### src/rtl/h264_enc_cfg_pkg.sv
// Shared types and register map for the H264 encoder configuration sequencer.
// Holds the encoder register offsets, the sequencer and write-engine states, and the entry index type.
package h264_enc_cfg_pkg;

    localparam logic [31:0] REG_ENABLE = 32'h04;
    localparam logic [31:0] REG_QP     = 32'h0C;
    localparam logic [31:0] REG_HRES   = 32'h18;
    localparam logic [31:0] REG_VRES   = 32'h1C;

    localparam int unsigned QP_MAX    = 51;
    localparam logic [1:0]  RESP_OKAY = 2'b00;

    typedef logic [2:0] entry_idx_t;
    localparam entry_idx_t LAST_IDX = 3'd4;

    typedef enum logic [2:0] {
        S_WAIT_START,
        S_IDLE,
        S_ISSUE,
        S_XFER,
        S_DONE
    } seq_state_t;

    typedef enum logic [1:0] {
        E_IDLE,
        E_AW,
        E_W,
        E_B
    } wr_state_t;

endpackage

### src/rtl/h264_axil_wr_master.sv
// Single AXI4-Lite write engine: AW, then W, then B, with a per-phase timeout.
// Valids are decoded from the registered state, so they fall as soon as reset asserts.
module h264_axil_wr_master
    import h264_enc_cfg_pkg::*;
#(
    parameter int unsigned TIMEOUT = 255
) (
    input  logic        SYSCLK,
    input  logic        NSYSRESET,
    input  logic        start,
    input  logic [31:0] addr,
    input  logic [31:0] data,
    output logic        done,
    output logic        err,
    output logic [31:0] awaddr,
    output logic        awvalid,
    input  logic        awready,
    output logic [31:0] wdata,
    output logic        wvalid,
    input  logic        wready,
    input  logic [1:0]  bresp,
    input  logic        bvalid,
    output logic        bready
);

    localparam logic [15:0] TMO_LAST = 16'(TIMEOUT - 1);

    wr_state_t   st;
    wr_state_t   st_nxt;
    logic [15:0] tmo_cnt;
    logic        hs;
    logic        tmo;

    always_ff @(posedge SYSCLK or negedge NSYSRESET) begin
        if (!NSYSRESET) begin
            st      <= E_IDLE;
            tmo_cnt <= '0;
            awaddr  <= '0;
            wdata   <= '0;
        end else begin
            st <= st_nxt;
            if (st_nxt != st || st_nxt == E_IDLE)
                tmo_cnt <= '0;
            else
                tmo_cnt <= tmo_cnt + 16'd1;
            if (start && st == E_IDLE) begin
                awaddr <= addr;
                wdata  <= data;
            end
        end
    end

    always_comb begin
        hs = 1'b0;
        unique case (st)
            E_AW:    hs = awready;
            E_W:     hs = wready;
            E_B:     hs = bvalid;
            default: hs = 1'b0;
        endcase
    end

    assign tmo = (st != E_IDLE) && !hs && (tmo_cnt == TMO_LAST);

    always_comb begin
        st_nxt = st;
        unique case (st)
            E_IDLE: if (start) st_nxt = E_AW;
            E_AW: begin
                if (awready)  st_nxt = E_W;
                else if (tmo) st_nxt = E_IDLE;
            end
            E_W: begin
                if (wready)   st_nxt = E_B;
                else if (tmo) st_nxt = E_IDLE;
            end
            E_B: if (bvalid || tmo) st_nxt = E_IDLE;
            default: st_nxt = E_IDLE;
        endcase
    end

    always_comb begin
        awvalid = (st == E_AW);
        wvalid  = (st == E_W);
        bready  = (st == E_B);
        done    = (st == E_B) && bvalid && (bresp == RESP_OKAY);
        err     = tmo || ((st == E_B) && bvalid && (bresp != RESP_OKAY));
    end

endmodule

### src/rtl/h264_enc_cfg_sequencer.sv
// Programs the encoder's QP/HRES/VRES/ENABLE registers at power-up and on host
// request (applied only in vblank), and gates frame starts while programming.
module h264_enc_cfg_sequencer
    import h264_enc_cfg_pkg::*;
#(
    parameter int unsigned DEF_QP    = 10,
    parameter int unsigned DEF_HRES  = 224,
    parameter int unsigned DEF_VRES  = 224,
    parameter int unsigned START_DLY = 50,
    parameter int unsigned TIMEOUT   = 255
) (
    input  logic        SYSCLK,
    input  logic        NSYSRESET,
    input  logic        cfg_req_i,
    input  logic [5:0]  cfg_qp_i,
    input  logic [15:0] cfg_hres_i,
    input  logic [15:0] cfg_vres_i,
    output logic        cfg_ack_o,
    output logic        cfg_rej_o,
    input  logic        vblank_i,
    input  logic        frame_start_i,
    output logic        frame_start_o,
    output logic        busy_o,
    output logic        err_o,
    output logic [7:0]  drop_cnt_o,
    output logic [31:0] awaddr,
    output logic        awvalid,
    input  logic        awready,
    output logic [31:0] wdata,
    output logic        wvalid,
    input  logic        wready,
    input  logic [1:0]  bresp,
    input  logic        bvalid,
    output logic        bready
);

    localparam logic [15:0] DLY_LAST = 16'(START_DLY - 1);

    seq_state_t  state;
    seq_state_t  state_nxt;
    entry_idx_t  idx;
    logic [15:0] dly_cnt;
    logic        pending;
    logic [5:0]  qp_r;
    logic [15:0] hres_r;
    logic [15:0] vres_r;
    logic        start;
    logic        wr_done;
    logic        wr_err;
    logic [31:0] ent_addr;
    logic [31:0] ent_data;
    logic        req_bad;

    // Resolutions must be non-zero multiples of a macroblock (16 pixels).
    assign req_bad = (cfg_qp_i > 6'(QP_MAX))
                   || (cfg_hres_i == '0) || (cfg_hres_i[3:0] != '0)
                   || (cfg_vres_i == '0) || (cfg_vres_i[3:0] != '0)
                   || pending || busy_o;

    assign frame_start_o = frame_start_i & ~busy_o;

    always_ff @(posedge SYSCLK or negedge NSYSRESET) begin
        if (!NSYSRESET) state <= S_WAIT_START;
        else            state <= state_nxt;
    end

    always_comb begin
        state_nxt = state;
        unique case (state)
            S_WAIT_START: if (dly_cnt == DLY_LAST) state_nxt = S_ISSUE;
            S_IDLE:       if (pending && vblank_i) state_nxt = S_ISSUE;
            S_ISSUE:      state_nxt = S_XFER;
            S_XFER: begin
                if (wr_err)       state_nxt = S_IDLE;
                else if (wr_done) state_nxt = (idx == LAST_IDX) ? S_DONE : S_ISSUE;
            end
            S_DONE:       state_nxt = S_IDLE;
            default:      state_nxt = S_IDLE;
        endcase
    end

    always_comb begin
        start    = (state == S_ISSUE);
        ent_addr = REG_ENABLE;
        ent_data = '0;
        unique case (idx)
            3'd0: begin ent_addr = REG_ENABLE; ent_data = 32'd0;            end
            3'd1: begin ent_addr = REG_QP;     ent_data = {26'b0, qp_r};    end
            3'd2: begin ent_addr = REG_HRES;   ent_data = {16'b0, hres_r};  end
            3'd3: begin ent_addr = REG_VRES;   ent_data = {16'b0, vres_r};  end
            default: begin ent_addr = REG_ENABLE; ent_data = 32'd1;         end
        endcase
    end

    always_ff @(posedge SYSCLK or negedge NSYSRESET) begin
        if (!NSYSRESET) begin
            dly_cnt    <= '0;
            idx        <= '0;
            pending    <= 1'b0;
            qp_r       <= 6'(DEF_QP);
            hres_r     <= 16'(DEF_HRES);
            vres_r     <= 16'(DEF_VRES);
            busy_o     <= 1'b0;
            err_o      <= 1'b0;
            cfg_ack_o  <= 1'b0;
            cfg_rej_o  <= 1'b0;
            drop_cnt_o <= '0;
        end else begin
            busy_o    <= (state_nxt != S_IDLE);
            cfg_ack_o <= (state_nxt == S_DONE);
            cfg_rej_o <= cfg_req_i && req_bad;
            if (state == S_WAIT_START)
                dly_cnt <= dly_cnt + 16'd1;
            // Power-up starts at the QP entry: the encoder is not yet enabled.
            if (state == S_WAIT_START && state_nxt == S_ISSUE)
                idx <= 3'd1;
            else if (state == S_IDLE && state_nxt == S_ISSUE)
                idx <= 3'd0;
            else if (state == S_XFER && wr_done && idx != LAST_IDX)
                idx <= idx + 3'd1;
            if (cfg_req_i && !req_bad) begin
                pending <= 1'b1;
                qp_r    <= cfg_qp_i;
                hres_r  <= cfg_hres_i;
                vres_r  <= cfg_vres_i;
            end else if (state == S_IDLE && state_nxt == S_ISSUE) begin
                pending <= 1'b0;
            end
            if (wr_err)
                err_o <= 1'b1;
            if (frame_start_i && busy_o && drop_cnt_o != 8'hFF)
                drop_cnt_o <= drop_cnt_o + 8'd1;
        end
    end

    h264_axil_wr_master #(
        .TIMEOUT (TIMEOUT)
    ) u_wr (
        .SYSCLK    (SYSCLK),
        .NSYSRESET (NSYSRESET),
        .start     (start),
        .addr      (ent_addr),
        .data      (ent_data),
        .done      (wr_done),
        .err       (wr_err),
        .awaddr    (awaddr),
        .awvalid   (awvalid),
        .awready   (awready),
        .wdata     (wdata),
        .wvalid    (wvalid),
        .wready    (wready),
        .bresp     (bresp),
        .bvalid    (bvalid),
        .bready    (bready)
    );

endmodule

### config.mk
export PLATFORM = sky130hd
export DESIGN_NAME = h264_enc_cfg_sequencer
export DESIGN_NICKNAME = d
export VERILOG_FILES = /design/src/rtl/h264_enc_cfg_pkg.sv /design/src/rtl/h264_axil_wr_master.sv /design/src/rtl/h264_enc_cfg_sequencer.sv
export SDC_FILE = /design/constraint.sdc
export NUM_CORES = 1
export LEC_CHECK = 0
export ABC_AREA = 1
export CORE_MARGIN = 1
export CORE_UTILIZATION = 30
export DETAILED_ROUTE_END_ITERATION = 7
export GPL_TIMING_DRIVEN = 0
export PLACE_DENSITY_LB_ADDON = 0.2
export RECOVER_POWER = 100
export SKIP_LAST_GASP = 1
export SYNTH_ARGS = -nofsm -noshare
export SYNTH_HDL_FRONTEND = slang
export SYNTH_HIERARCHICAL = 1
export SYNTH_SLANG_ARGS = --single-unit
### constraint.sdc
create_clock -name SYSCLK -period 4.75 [get_ports SYSCLK]
set_input_delay 0.95 -clock SYSCLK [delete_from_list [all_inputs] [get_ports SYSCLK]]
set_output_delay 0.95 -clock SYSCLK [all_outputs]
set_load 0.01 [all_outputs]
==> impl_metrics.env <==
export IMPL_status="complete, but fails checks"
export IMPL_violations="max-capacitance violations, max-slew violations"
export IMPL_dr_pass1_iters=7
export IMPL_yosysTopAreaCellShare_pct=49.7
export IMPL_start_kind="input pin"
export IMPL_vias_per_cell=4.35
export IMPL_ant_nets=0
export IMPL_cap_violations=1
export IMPL_synthCells=791
export IMPL_clk_path_buf_depth=2
export IMPL_totalNegativeSetupSlack_ns=0
export IMPL_cts_buffers=17
export IMPL_initial_utilization_pct=30.5
export IMPL_track_usage_pct=14.4
export IMPL_dp_hpwl_um=12700
export IMPL_drt_iter0_markers=277
export IMPL_cts_tree="yes"
export IMPL_grt_ovfl_total=0
export IMPL_final_setup_viol_count=0
export IMPL_yosysUniqueCellTypes=37
export IMPL_yosys_warnings=6
export IMPL_postRouteWirelength_um=17300
export IMPL_die_area_sq_um=25300
export IMPL_fp_dieW_um=159
export IMPL_crit_chain="clkdlybuf4s50_1, inv_1, nor2_1, dlygate4sd3_1"
export IMPL_antenna_found_initial=0
export IMPL_max_freq_mhz=322
export IMPL_critical_path_max_stage_delay_ns=0.61
export IMPL_vias=5733
export IMPL_port_buffer_count=127
export IMPL_grt_pass1_vias=5683
export IMPL_ys_seq_area_share_pct=52.6
export IMPL_antenna_cells=0
export IMPL_grt_pass1_wl_um=29000
export IMPL_grt_max_degree=80
export IMPL_maxSlewViolCount=80
export IMPL_cp_slowest_cell="dlygate4sd3_1"
export IMPL_cts_htree_levels=4
export IMPL_drc=0
export IMPL_required_ns=3.80
export IMPL_routedWlPerCell_um=13.1
export IMPL_fin_crit_ns=3.11
export IMPL_path_clk_slew_ns=0.06
export IMPL_clock_sinks=155
export IMPL_crit_path_max_fanout=2
export IMPL_fill_cells=2442
export IMPL_crit_buf_inv=3
export IMPL_core_sq_um=24200
export IMPL_crit_type="in -> out"
export IMPL_power_leakage_nw=4.66
export IMPL_rsz0062_at_grt="false"
export IMPL_cts_root_buf="clkbuf_16"
export IMPL_fin_worst_skew_ns=0.00821
export IMPL_powerDensity_nw_per_um2=440
export IMPL_place_congestion=0.821
export IMPL_holdBufCountCts=0
export IMPL_slew_headroom_pct=-30.2
export IMPL_synth_top_area_cell="dfrtp_1"
export IMPL_drive_above_1_share_pct=13.3
export IMPL_final_net_count=1040
export IMPL_hp_class="reg -> reg"
export IMPL_hold_viol_final=0
export IMPL_ys_seq_elements=155
export IMPL_peakVddDrop_mv=0.194
export IMPL_worst_pin_slew_ns=1.95
export IMPL_clock_latency_ns=0.42
export IMPL_postPlaceCellArea_sq_um=9270
export IMPL_min_period_over_period_pct=65.4
export IMPL_cp_arrival_ns=2.16
export IMPL_post_cts_setup_buffer_count=0
export IMPL_multiInputGateArea_sq_um=3220
export IMPL_fin_area_sq_um=9820
export IMPL_rows=57
export IMPL_ios=128
export IMPL_worstSetupEndpointType="primary output"
export IMPL_post_cts_resized=0
export IMPL_avgSynthCellArea_sq_um=9.35
export IMPL_critPathTopFamily="buffers and inverters"
export IMPL_synthTopCellsByArea="dfrtp_1 50%, nand2_1 11%, mux2_2 9.7%"
export IMPL_dieHeight_um=159
export IMPL_netlist_area_sq_um=7400
export IMPL_register_area_sq_um=3890
export IMPL_syn_to_final_growth_pct=32.8
[cells in the mapped netlist]
cell       instances
nand2_1          212
dfrtp_1          147
nor2_1            75
mux2_2            64
inv_1             55
nand4_1           37
nand3_1           33
xor2_1            18
nor3_1            16
buf_2             14
o21ai_0           14
nor2_2            12
inv_2             11
a22o_1            10
ha_1              10
clkbuf_1           9
nand2_2            9
xnor2_1            9
dfstp_2            8
a21oi_1            4
clkinv_1           3
a211oi_1           2
a21boi_0           2
buf_6              2
nand3_4            2
or2_1              2
a31oi_1            1
buf_12             1
buf_4              1
conb_1             1
nand3b_1           1
nand4_2            1
nor2_4             1
nor3b_1            1
o2111ai_1          1
o211ai_1           1
or2_2              1
[through the flow]
stage / setup slack, ns / power (mW) / util, % / cells / hold slack (ns)
2_1_floorplan: 2.67 / 2.33 / - / 835 / 0.442
3_3_place_gp: -4.01 / 2.93 / 38.1 / 1286 / 0.453
3_5_place_dp: 1.71 / 2.95 / 38.2 / 1287 / 0.453
4_1_cts: 1.71 / 4.51 / 40.9 / 1319 / 0.464
5_1_grt: 1.44 / 4.59 / 40.5 / 1319 / 0.477
6_report: 1.64 / 4.32 / 40.5 / 1319 / 0.460
[where the power goes]
part / leakage (nW) / internal (mW) / switching [mW]
logic: 2.35 / 0.527 / 0.549
clock network: 0.317 / 0.956 / 0.572
registers: 2.00 / 1.56 / 0.158
total: 4.66 / 3.04 / 1.28
[final timing paths]
path                                from        endpoint  slack (ns)  depth (start not counted)
min                            hres_r[6]       hres_r[6]        0.46                          2
max                        frame_start_i   frame_start_o        1.64                          4
min reg2reg                    hres_r[6]       hres_r[6]        0.46                          2
max reg2reg                     state[1]   u_wr/wdata[0]        2.34                          8
min in group asynchronous      NSYSRESET  u_wr/wdata[29]        0.48                          1
max in group asynchronous      NSYSRESET      vres_r[15]        1.97                          2
[final cells by class]
| type | instances | share of cell area, % |
|---|---|---|
| tap | 324 | 4.13 |
| clock buffer | 20 | 4.55 |
| timing repair buffer | 128 | 13.0 |
| inverter | 69 | 2.64 |
| clock inverter | 12 | 2.17 |
| sequential | 155 | 39.6 |
| multi-input combinational | 584 | 32.8 |
| buffer | 27 | 1.08 |
[kinds of logic (layout without fill, tap and decap cells)]
group / after synthesis / count (layout) / share of synthesized area [%]
simple gates: 403 / 403 / 24.0
flops: 155 / 155 / 52.6
buf+inv: 96 / 256 / 5.58
mux: 64 / 64 / 9.74
compound gates: 35 / 35 / 3.11
xor+xnor: 27 / 27 / 3.20
fa+ha+maj: 10 / 10 / 1.69
other cells: 1 / 45 / 0.0507
[cells in the final DEF, fill, tap and decap left out, types with 5 or more instances in the layout]
| cell type | n |
|---|---|
| nand2_1 | 213 |
| dfrtp_1 | 147 |
| dlygate4sd3_1 | 84 |
| nor2_1 | 78 |
| mux2_2 | 64 |
| inv_1 | 61 |
| conb_1 | 45 |
| clkdlybuf4s50_1 | 42 |
| nand4_1 | 38 |
| nand3_1 | 35 |
| clkbuf_1 | 25 |
| xor2_1 | 18 |
| clkbuf_16 | 17 |
| nor3_1 | 16 |
| o21ai_0 | 14 |
| a22o_1 | 10 |
| ha_1 | 10 |
| xnor2_1 | 9 |
| nor2_2 | 9 |
| nand2_2 | 8 |
| dfstp_2 | 8 |
| inv_2 | 5 |
| bufinv_16 | 5 |
[registers in the layout, indices dropped and copies added (netlist names)]
signal	cells
cfg_ack_o	1
idx	3
u_wr/awaddr	32
vres_r	16
hres_r	16
u_wr/tmo_cnt	16
drop_cnt_o	8
u_wr/wdata	32
state	3
dly_cnt	16
u_wr/st	2
qp_r	6
cfg_rej_o	1
err_o	1
pending	1
busy_o	1
[tightest hold or removal path: stages (launching register included)]
cell     delay, ns
dfstp_2       0.37
nand2_1       0.05
nand2_1       0.04
[metal layers]
metal	GRT usage [%]	vias to the layer above	part of all wire, %	routed length (um)
li1	-	2922	-	-
met1	20.1	2700	51	8740
met2	22.5	98	45	7740
met3	2.74	13	3.6	613
met4	4.20	0	1.0	174
met5	0	-	0	0
Power figures use the tool's default switching activity.
